$ cat src/rtl/friscv_mem_arbiter.sv
// friscv_mem_arbiter: round-robin arbiter giving two requesters a shared, registered data-memory port with a no-ack watchdog
module friscv_mem_arbiter #(
  parameter int ADDRW   = 16,
  parameter int XLEN    = 32,
  parameter int TIMEOUT = 256
) (
  input  logic              aclk,
  input  logic              areset,
  input  logic              srst,
  input  logic              req0_en,
  input  logic              req0_wr,
  input  logic [ADDRW-1:0]  req0_addr,
  input  logic [XLEN-1:0]   req0_wdata,
  input  logic [XLEN/8-1:0] req0_strb,
  output logic [XLEN-1:0]   req0_rdata,
  output logic              req0_ready,
  output logic              req0_err,
  input  logic              req1_en,
  input  logic              req1_wr,
  input  logic [ADDRW-1:0]  req1_addr,
  input  logic [XLEN-1:0]   req1_wdata,
  input  logic [XLEN/8-1:0] req1_strb,
  output logic [XLEN-1:0]   req1_rdata,
  output logic              req1_ready,
  output logic              req1_err,
  output logic              mem_en,
  output logic              mem_wr,
  output logic [ADDRW-1:0]  mem_addr,
  output logic [XLEN-1:0]   mem_wdata,
  output logic [XLEN/8-1:0] mem_strb,
  input  logic [XLEN-1:0]   mem_rdata,
  input  logic              mem_ready
);
  localparam int WW = $clog2(TIMEOUT);
  localparam logic [WW-1:0] WD_MAX = WW'(TIMEOUT - 1);
  typedef enum logic [1:0] {IDLE, REQ, RESP} state_t;
  state_t state;
  logic last, gnt, pick, done;
  logic [WW-1:0] wdog;
  logic [XLEN-1:0] rsp;
  always_comb begin
    pick = (req0_en && req1_en) ? !last : req1_en;
    done = mem_ready || wdog == WD_MAX;
    rsp  = mem_ready ? mem_rdata : '0;
  end
  always_ff @(posedge aclk or posedge areset) begin
    if (areset) begin
      state <= IDLE;
      last <= 1'b1;
      gnt <= 1'b0;
      wdog <= '0;
      mem_en <= 1'b0;
      mem_wr <= 1'b0;
      mem_addr <= '0;
      mem_wdata <= '0;
      mem_strb <= '0;
      req0_ready <= 1'b0;
      req0_rdata <= '0;
      req0_err <= 1'b0;
      req1_ready <= 1'b0;
      req1_rdata <= '0;
      req1_err <= 1'b0;
    end else if (srst) begin
      state <= IDLE;
      last <= 1'b1;
      gnt <= 1'b0;
      wdog <= '0;
      mem_en <= 1'b0;
      mem_wr <= 1'b0;
      mem_addr <= '0;
      mem_wdata <= '0;
      mem_strb <= '0;
      req0_ready <= 1'b0;
      req0_rdata <= '0;
      req0_err <= 1'b0;
      req1_ready <= 1'b0;
      req1_rdata <= '0;
      req1_err <= 1'b0;
    end else begin
      case (state)
        IDLE: if (req0_en || req1_en) begin
          gnt <= pick;
          last <= pick;
          wdog <= '0;
          mem_en <= 1'b1;
          mem_wr <= pick ? req1_wr : req0_wr;
          mem_addr <= pick ? req1_addr : req0_addr;
          mem_wdata <= pick ? req1_wdata : req0_wdata;
          mem_strb <= pick ? req1_strb : req0_strb;
          state <= REQ;
        end
        // a mem_ready arriving on the watchdog's last cycle still wins over the timeout
        REQ: if (done) begin
          mem_en <= 1'b0;
          req0_ready <= !gnt;
          req1_ready <= gnt;
          req0_rdata <= gnt ? '0 : rsp;
          req1_rdata <= gnt ? rsp : '0;
          req0_err <= !gnt && !mem_ready;
          req1_err <= gnt && !mem_ready;
          state <= RESP;
        end else begin
          wdog <= wdog + WW'(1);
        end
        RESP: begin
          req0_ready <= 1'b0;
          req1_ready <= 1'b0;
          req0_rdata <= '0;
          req1_rdata <= '0;
          req0_err <= 1'b0;
          req1_err <= 1'b0;
          state <= IDLE;
        end
        default: state <= IDLE;
      endcase
    end
  end
endmodule

$ cat config.mk
export PLATFORM = sky130hd
export DESIGN_NAME = friscv_mem_arbiter
export DESIGN_NICKNAME = d
export VERILOG_FILES = /design/src/rtl/friscv_mem_arbiter.sv
export SDC_FILE = /design/constraint.sdc
export NUM_CORES = 1
export LEC_CHECK = 0
export ABC_AREA = 1
export ABC_CLOCK_PERIOD_IN_PS = 5200
export BUFFER_PORTS_ARGS = -buffer_cell sky130_fd_sc_hd__buf_2
export CORE_UTILIZATION = 49
export CTS_BUF_LIST = sky130_fd_sc_hd__clkbuf_2 sky130_fd_sc_hd__clkbuf_4 sky130_fd_sc_hd__clkbuf_8
export CTS_CLUSTER_DIAMETER = 30
export DETAILED_ROUTE_END_ITERATION = 7
export PLACE_DENSITY = 0.84
export SETUP_SLACK_MARGIN = 0.1
export SYNTH_ARGS = -nofsm -noshare
export SYNTH_HDL_FRONTEND = slang
export SYNTH_SLANG_ARGS = --single-unit
$ cat constraint.sdc
create_clock -name aclk -period 5.2 [get_ports aclk]
set_input_delay 1.04 -clock aclk [delete_from_list [all_inputs] [get_ports aclk]]
set_output_delay 1.04 -clock aclk [all_outputs]
set_load 0.02 [all_outputs]
# --- Word level (Yosys, flattened, before mapping) ---
# Index checks and enable logic that the tools add are counted.
totals:
  out_inout_bits: 122
  regBits: 134
  in_bits: 144
classes:
  muxes: 54
  eq_ne: 6
  n_addsub: 1
  reduce_logical: 18
ops:
  columns: ["operator", "n"]
  rows:
  - ["$mux W32", 11]
  - ["$pmux W32 S2", 2]
  - ["$mux W16", 4]
  - ["$mux W8", 3]
  - ["$mux W1", 20]
  - ["$mux W4", 4]
  - ["$pmux W8 S2", 1]
  - ["$pmux W1 S2", 5]
  - ["$ne A3 B3 Y1 const B", 3]
  - ["$add A8 B1 Y8 const B", 1]
  - ["$eq A8 B8 Y1 const B", 1]
  - ["$mux W2", 3]
  - ["$reduce_and A2 Y1", 3]
  - ["$reduce_and A3 Y1", 2]
  - ["$reduce_bool A3 Y1", 2]
  - ["$pmux W2 S2", 1]
  - ["$reduce_bool A2 Y1", 2]
  - ["$logic_and A1 B1 Y1", 3]
  - ["$logic_not A1 Y1", 3]
  - ["$eq A2 B1 Y1 const B", 1]
  - ["$eq A2 B2 Y1 const B", 1]
  - ["$logic_not A2 Y1", 1]
  - ["$logic_or A1 B1 Y1", 2]

# --- Depth between registers and ports, before layout ---
# Gate-level depths: netlist of run 1.
depth:
  word_depth: 6
  depth_mapped: 10
  ltp_nobuf: 9

# --- Worst setup path before layout of run 1 ---
# OpenSTA, ideal clock, no wires.
synth_timing:
  path_kind: "input to register"
  startpoint: "input port mem_ready"
  endpoint: "register req0_rdata[10]"
  arrival_time_ns: 1.976
  stages: 8
  setup_time_ns: 0.117
  slack_ns: 3.107
  path_buffers: 3
  t_required_ns: 5.083
  cell_sequence: "clkbuf_1 inv_1 a21oi_4 nor2_2 buf_6 buf_2 nand2_1 nand2_1"
synth_between:
  elab_chain_len: 5
  elab_cells_between_ends: 8
  classes_between: "eq/ne (1); mux (5); reduce/logical (2)"
synth_lines:
  columns: ["element", "line", "rtl"]
  rows:
  - ["start, declared", "32", "input logic mem_ready"]
  - ["$mux W32", "44", "rsp = mem_ready ? mem_rdata : '0;"]
  - ["$mux W32", "97", "req0_rdata <= gnt ? '0 : rsp;"]
  - ["$mux W32", "93", "REQ: if (done) begin"]
  - ["$pmux W32 S2", "80", "case (state)"]
  - ["$mux W32", "63", "end else if (srst) begin"]
  - ["end signal, assigned", "97", null]
  - ["end, declared", "15", "output logic [XLEN-1:0] req0_rdata,"]
# Several ways; a longest one is shown, not always the timed one. The select of a mux whose other input is x is not followed.
# A chain may end at the register's enable or synchronous reset.

# --- Worst setup path in the final report of run 1 ---
layout_timing:
  startpoint: "input port mem_ready"
  endpoint: "register req1_rdata[20]"
layout_between:
  elab_chain_len: 5
  elab_cells_between_ends: 8
  classes_between: "eq/ne (1); mux (5); reduce/logical (2)"
layout_lines:
  columns: ["element", "line", "rtl"]
  rows:
  - ["$mux W32", "44", null]
  - ["$mux W32", "98", "req1_rdata <= gnt ? rsp : '0;"]
  - ["$mux W32", "93", null]
  - ["$pmux W32 S2", "80", null]
  - ["$mux W32", "63", null]
  - ["end signal, assigned", "98", null]
  - ["end, declared", "23", "output logic [XLEN-1:0] req1_rdata,"]
# Several ways; a longest one is shown, not always the timed one. The select of a mux whose other input is x is not followed.

==> results.txt, run 1 <==
The flow ran to the end, but the final reports show violations. The final reports fail on design-rule violations. The most common cell after layout, fill and taps aside is nand2_1. Based on the critical path, the design can be clocked at up to 403 MHz.

The via count of the first global-routing pass came to 5,351. The critical path goes through buf_2 > inv_1 > a21oi_4 > buf_4 > nand3_1 > nand2_1. The tree is rooted in a clkbuf_8.

The first-pass iteration count of the detailed router came out at 8. The area taken by multi-input logic gates is 2230 um2. Compared with the post-synthesis result, the final layout area differs by 29.2%.

Entering global routing, the biggest net connects 106 pins. Power spread over the standard cell area amounts to 303 nW/um2. The top-level port count is 266. The worst setup skew after layout is 0.0133 ns. CTS saw 134 sinks. The CTS tree is yes. The area inside the core boundary came out at 11,600 um2.

The via-per-instance ratio is 5.07. After detailed routing, no signal wire sits above met4. The slew at the pin with the worst max-slew slack came out at 0.917 ns. STA classifies the critical path endpoint as a register. The post-CTS resize count came out at 0. The vias after detailed routing came out at 5,892.

The initial antenna violation count came to 2. Setup repair after global routing left no endpoint under its margin. The critical path required time is 5.58 ns.

The initial cell density of the core is 51.3%. The total leakage power came out at 4.75 nW. STA classifies the critical path startpoint as a primary input. The share of the cycle needed by the critical path after routing came out at 47.7%. The clock insertion delay at the later pin of the skew report came out at 0.44 ns.

In this design, the stage delay of the slowest critical-path cell is 0.54 ns. The detail route stage leaves a number of antenna-violating nets equal to 0. The overall global routing resource usage is 26.6%. The clock-pin slew reported for the worst setup and hold paths after clock tree synthesis is 0.08 ns. The number of placed instances, taps included, is 1,128.

The die outline area is 12,600 um2. The share of layout cells above drive strength 1 is 31.0%. The post-synthesis cell type count came out at 21. The mean cell area of the mapped netlist is 7.92 um2. Synthesis inferred 134 register bits. For this block, wires on met1 add up to 6960 um. The final critical path time including I/O delays and setup came out at 2.48 ns. The Yosys step of the flow raised 0 warnings. The critical path in this run is classified as primary input to register.

The overall die width came out at 112 um. The site row count came out at 39. The number of nets in the synthesized netlist came out at 897. The CTS H-tree depth is 4. The mapped cell area came out at 5960 um2.

Summed over all layers, the routed wires come to 16,600 um. In the final routed layout, each cell accounts on average for 14.3 um. The total negative slack for setup checks came out at 0 ns.

Once detailed placement completed, the half-perimeter wirelength came to 11,500 um. The clock passes through at most 2 buffers. The largest voltage drop on the vdd net is 0.170 mV. In this run the post-CTS setup repair buffer count came out at 0. The leftover overflow at the end of global routing came out at 0.

The worst hold path belongs to the class register to register. The final layout net count is 1,149. The count of maximum capacitance violations came out at 0. Counting the fill cells in the layout gives 979. The number of failing hold endpoints at the final stage is 0. The DRC violation total after the first TritonRoute iteration is 583. Together, buffers and inverters on the worst path number 3. The largest individual stage delay along the critical path comes from the cell buf_4. The flip-flop and latch area is 3350 um2.

The number of pins with negative max-slew slack in the final report came out at 0. Setup violations remaining at the end of the flow were counted as 0. Along the worst path, the maximum fanout reaches 68.

The arrival time reported for the critical path endpoint is 2.86 ns. The post-layout total power came out at 2.33 mW. The count of input and output buffers is 265. The sum of met2 wire segment lengths after detailed routing came out at 8240 um.

Synthesis produced a netlist whose cell count is 752. The final standard cell count with taps included and fillers excluded came out at 1,162. The height of the die is 112 um. After detailed routing, the number of remaining DRC violations is 13. The post-cts hold buffer count is 0. In this run the tightest slew margin relative to its limit is 38.9%. In the layout the commonest cells are 363 x nand2_1, 265 x buf_2, 133 x dfrtp_1. The met3 wire length came out at 955 um. Clock tree synthesis inserted a total of 17 buffers. The placer's final routability congestion estimate is 0.856.

The first global-routing pass estimated 26,200 um of wire. The kind of cell with the highest combined delay along the critical path is buffers and inverters. The sequential area share after synthesis is 56.3%.
-- sequential cells by signal, summed over array words and instances, names as in the netlist --
| name | count |
|---|---|
| gnt | 1 |
| mem_wr | 1 |
| mem_wdata | 32 |
| req0_rdata | 32 |
| req0_err | 1 |
| wdog | 8 |
| last | 1 |
| req1_err | 1 |
| state | 2 |
| mem_en | 1 |
| mem_strb | 4 |
| req1_ready | 1 |
| mem_addr | 16 |
| req1_rdata | 32 |
| req0_ready | 1 |
-- area by class of cell --
class / count / share of cell area [%]
clock buffer: 18 / 3.22
antenna: 2 / 0.0651
multi-input combinational: 529 / 29.0
timing repair buffer: 272 / 17.9
tap: 143 / 2.33
sequential: 134 / 43.6
inverter: 50 / 2.50
clock inverter: 14 / 1.35
-- logic make-up (layout without fill, tap and decap cells) --
kind of cell / Yosys count / after routing / synth area share, %
AND/OR/NAND/NOR: 513 / 513 / 35.3
adder cells (fa/ha/maj): 1 / 1 / 0.210
AO/OA/AOI/OAI: 14 / 14 / 1.47
flip-flops: 134 / 134 / 56.3
other: 0 / 2 / 0
buffers and inverters: 89 / 354 / 6.53
XOR/XNOR: 1 / 1 / 0.147
-- report_power, final --
| group | leakage [nW] | total [mW] | internal (mW) | switching [mW] |
|---|---|---|---|---|
| registers | 1.83 | 1.14 | 1.11 | 0.0372 |
| clock network | 0.163 | 0.769 | 0.343 | 0.426 |
| logic | 2.75 | 0.418 | 0.131 | 0.287 |
-- final timing paths --
check	slack, ns	cells past startpoint	to	startpoint
setup / recovery	2.72	6	req1_rdata[20]	mem_ready
hold / removal	0.47	2	req1_rdata[30]	req1_rdata[30]
setup reg to reg	3.03	9	req1_rdata[31]	wdog[0]
hold reg to reg	0.47	2	req1_rdata[30]	req1_rdata[30]
max in group asynchronous	3.42	3	req0_rdata[3]	areset
min in group asynchronous	0.81	2	mem_wdata[16]	areset
-- per-stage QoR --
stage	area [um2]	util, %	worst slack (ns)	hold slack [ns]
2_1_floorplan	5960	-	0.579	0.486
3_3_place_gp	7340	63.2	2.36	0.450
3_5_place_dp	7340	63.2	2.29	0.455
4_1_cts	7690	66.2	2.75	0.475
5_1_grt	7690	66.2	2.58	0.492
6_report	7690	66.2	2.72	0.469
-- cell usage after synthesis --
master,count,area share [%]
a21oi_1,1,0.084
a21oi_4,1,0.27
a31oi_1,1,0.11
buf_2,23,1.9
buf_4,1,0.13
buf_6,3,0.57
clkbuf_1,12,0.76
dfrtp_1,133,56
dfstp_2,1,0.44
ha_1,1,0.21
inv_1,47,3.0
inv_2,3,0.19
nand2_1,363,23
nand3_1,128,11
nor2_1,18,1.1
nor2_2,2,0.21
nor3_2,2,0.34
o21ai_0,7,0.59
o21ai_1,2,0.17
o21bai_1,2,0.25
xnor2_1,1,0.15
-- routing by layer --
layer	up-vias	GRT usage, %
met2	243	43.2
met1	2759	34.9
met4	0	11.6
met3	40	5.45
li1	2850	-
met5	-	0
-- tightest hold or removal path: stages (launching register included) --
cell	delay (ns)
dfrtp_1	0.34
nand2_1	0.05
nand2_1	0.05
(Power assumes the default switching activity.)
==> run 2: changes to the inputs <==
- ABC_CLOCK_PERIOD_IN_PS: 5200 -> 2160
- CORE_UTILIZATION: 49 -> 44
- PLACE_DENSITY: 0.84 -> 0.79
- clock period: 5.2 -> 2.16 ns (I/O delays scaled with it)
==> results.txt, run 2 (synthesis results as in run 1) <==
The leftover overflow at the end of global routing is 0 (unchanged). The share of layout cells above drive strength 1 came to 31.4% (was 31.0%). The initial cell density of the core is 45.0% (was 51.3%). The most common cell after layout, fill and taps aside was nand2_1 (unchanged). Biggest regs: mem_wdata: 32 flops, req0_rdata: 32 flops, req1_rdata: 32 flops (unchanged).

The clock tree root driver cell is clkbuf_8 (unchanged). The CTS H-tree depth came out at 4 (unchanged). The count of input and output buffers came out at 265 (unchanged). The CTS tree is yes (unchanged). The synthesis-to-finish area growth is 33.6% (was 29.2%).

The number of post-CTS setup repair buffers came out at 0 (unchanged). The overall global routing resource usage came out at 24.4% (was 26.6%). The detail-routed net length per standard cell is 13.9 um (was 14.3 um).

The overall die width is 118 um (was 112 um). Timing would allow up to 551 MHz. The final standard cell count with taps included and fillers excluded came out at 1,202 (was 1,162). The end-of-flow core utilization is 60.1% (was 66.2%). The top-level port count is 266 (unchanged). The pin count of the biggest net entering global routing is 74 (was 106). The final critical path time including I/O delays and setup is 1.81 ns. The first-pass GRT wire length came out at 26,500 um (was 26,200 um). The via-per-instance ratio was 4.89 (was 5.07). The number of buffers created by CTS came to 17 (unchanged).

The vias after detailed routing is 5,882 (was 5,892). Run status: complete, no violations (was finished with violations). Setup repair after global routing missed its margin: false (unchanged). The start point of the critical path was wdog[1] (was mem_ready). The largest voltage drop on the vdd net is 0.448 mV (was 0.170 mV). The final critical path takes up 84.0% of the cycle.

The total leakage power came out at 4.85 nW (was 4.75 nW). The total negative slack for setup checks is 0 ns (unchanged). The site row count is 42 (was 39). The clock net sink count came out at 134 (unchanged). The capture point of the worst reg-to-reg path is req1_rdata[24] (was req1_rdata[31]).

The count of maximum capacitance violations is 0 (unchanged). The clock-pin slew reported for the worst setup and hold paths after clock tree synthesis is 0.08 ns (about the same). The power density normalized to cell area came out at 745 nW/um2 (was 303 nW/um2).

The type of the worst setup path was register to register (was primary input to register). The number of failing hold endpoints at the final stage is 0 (unchanged). The largest buffer count on any clock path came out at 2 (unchanged). Commonest non-fill, non-tap cells in the layout: 363 x nand2_1, 265 x buf_2, 133 x dfrtp_1 (unchanged). The number of placed cells counting well taps was 1,167 (was 1,128). The number of pins with negative max-slew slack in the final report is 0 (unchanged). The total of endpoints with negative setup slack in the final report was 0 (unchanged). The category of the worst setup path capture point was a register (unchanged). The class of the worst hold path was primary input to register (was register to register). The via count of the first global-routing pass came out at 5,320 (was 5,351).

The final layout net count is 1,157 (was 1,149). The total length of routed wires came to 16,700 um (was 16,600 um). The launch instance of the worst register-to-register path was wdog[1] (was wdog[0]). The worst relative slew slack came out at 61.6% (was 38.9%).

The destination of the critical timing path is req1_rdata[24] (was req1_rdata[20]). The height of the die came to 118 um (was 112 um). The die outline area is 14,000 um2 (was 12,600 um2). The arrival time reported for the critical path endpoint came out at 2.20 ns (was 2.86 ns). The startpoint class of the critical path is a register (was primary input). The largest fanout on the critical path is 68 (unchanged). The critical path required time is 2.55 ns (was 5.58 ns). The area inside the core boundary is 13,200 um2 (was 11,600 um2). The initial antenna violation count is 1 (was 2). The slew at the pin with the worst max-slew slack came to 0.576 ns (was 0.917 ns). The clock insertion delay at the later pin of the skew report came out at 0.46 ns (was 0.44 ns). The placed wire-length estimate came out at 11,600 um (was 11,500 um). The post-detailed-route DRC marker count is 0 (was 13). The worst-case register-to-register setup slack came out at 0.35 ns (was 3.03 ns). The DRC violation total after the first TritonRoute iteration is 426 (was 583). The count of antenna-violating nets left after detailed routing came to 0 (unchanged). The placer's final routability congestion estimate is 0.867 (was 0.856). The first-pass iteration count of the detailed router came to 7 (was 8).

The worst reg2reg path depth came out at 8 (was 9). The worst setup skew after layout is 0.0139 ns (was 0.0133 ns).
-- run 2: cell count changes in the layout (fill, tap and decap cells not counted), moves of 2 or more --
cell,delta
buf_4,-4
buf_12,+9
bufinv_16,+2
clkinvlp_4,-2
-- run 2: stage by stage --
stage / total power [mW] / hold slack [ns] / setup WS (ns) / area, um2
floorplan: 3.41 / 0.486 / 0.0636 / 5960
global placement: 3.85 / 0.332 / 0.213 / 7530
detailed placement: 3.88 / 0.335 / 0.167 / 7530
CTS: 5.98 / 0.155 / 0.196 / 7940
global route: 6.20 / 0.157 / 0.108 / 7960
finish: 5.93 / 0.179 / 0.346 / 7960
-- run 2: worst min path at each step --
stage | start | endpoint | slack, ns | cells past startpoint
after floorplan | last | last | 0.49 | 2
after global placement | areset | mem_addr[4] | 0.33 | 2
after detailed placement | areset | mem_addr[4] | 0.33 | 2
after CTS | req0_addr[1] | mem_addr[1] | 0.16 | 3
after global routing | req0_wdata[5] | mem_wdata[5] | 0.16 | 3
final | req0_addr[1] | mem_addr[1] | 0.18 | 3
-- run 2: critical path, cell delays in order (launching register included) --
cell	delay (ns)
dfrtp_1	0.39
ha_1	0.18
nand2_1	0.07
nor2_1	0.13
nand2_1	0.12
a21oi_4	0.24
buf_8	0.36
nand3_1	0.12
nand2_1	0.10
-- run 2: per-layer routing --
metal	wire [um]	share of wire, %	track usage [%]	up-vias
li1	-	-	-	2870
met1	7050	42	32.0	2718
met2	8030	48	37.8	250
met3	1060	6.3	6.85	44
met4	594	3.5	10.7	0
met5	0	0	0	-
-- run 2: report_power, final --
group / leakage (nW) / switching, mW / internal (mW) / total, mW
clock: 0.196 / 1.03 / 1.06 / 2.09
combinational: 2.82 / 0.711 / 0.365 / 1.08
sequential: 1.83 / 0.0936 / 2.67 / 2.76
total: 4.85 / 1.83 / 4.09 / 5.93
-- run 2: repair_timing --
| item | in CTS | in global routing |
|---|---|---|
| hold buffers | 1 | 0 |
| setup endpoints to repair | 0 | 68 |
| resized for setup | 0 | 3 |
| endpoints found under the hold margin | 1 | 0 |
-- run 2: cell type report --
| type | instances | area [um2] |
|---|---|---|
| clock buffer | 18 | 248 |
| fill | 1211 | 5280 |
| sequential | 134 | 3350 |
| antenna | 1 | 2.50 |
| multi-input combinational | 530 | 2240 |
| clock inverter | 14 | 150 |
| tap | 176 | 220 |
| inverter | 50 | 191 |
| timing repair buffer | 279 | 1550 |
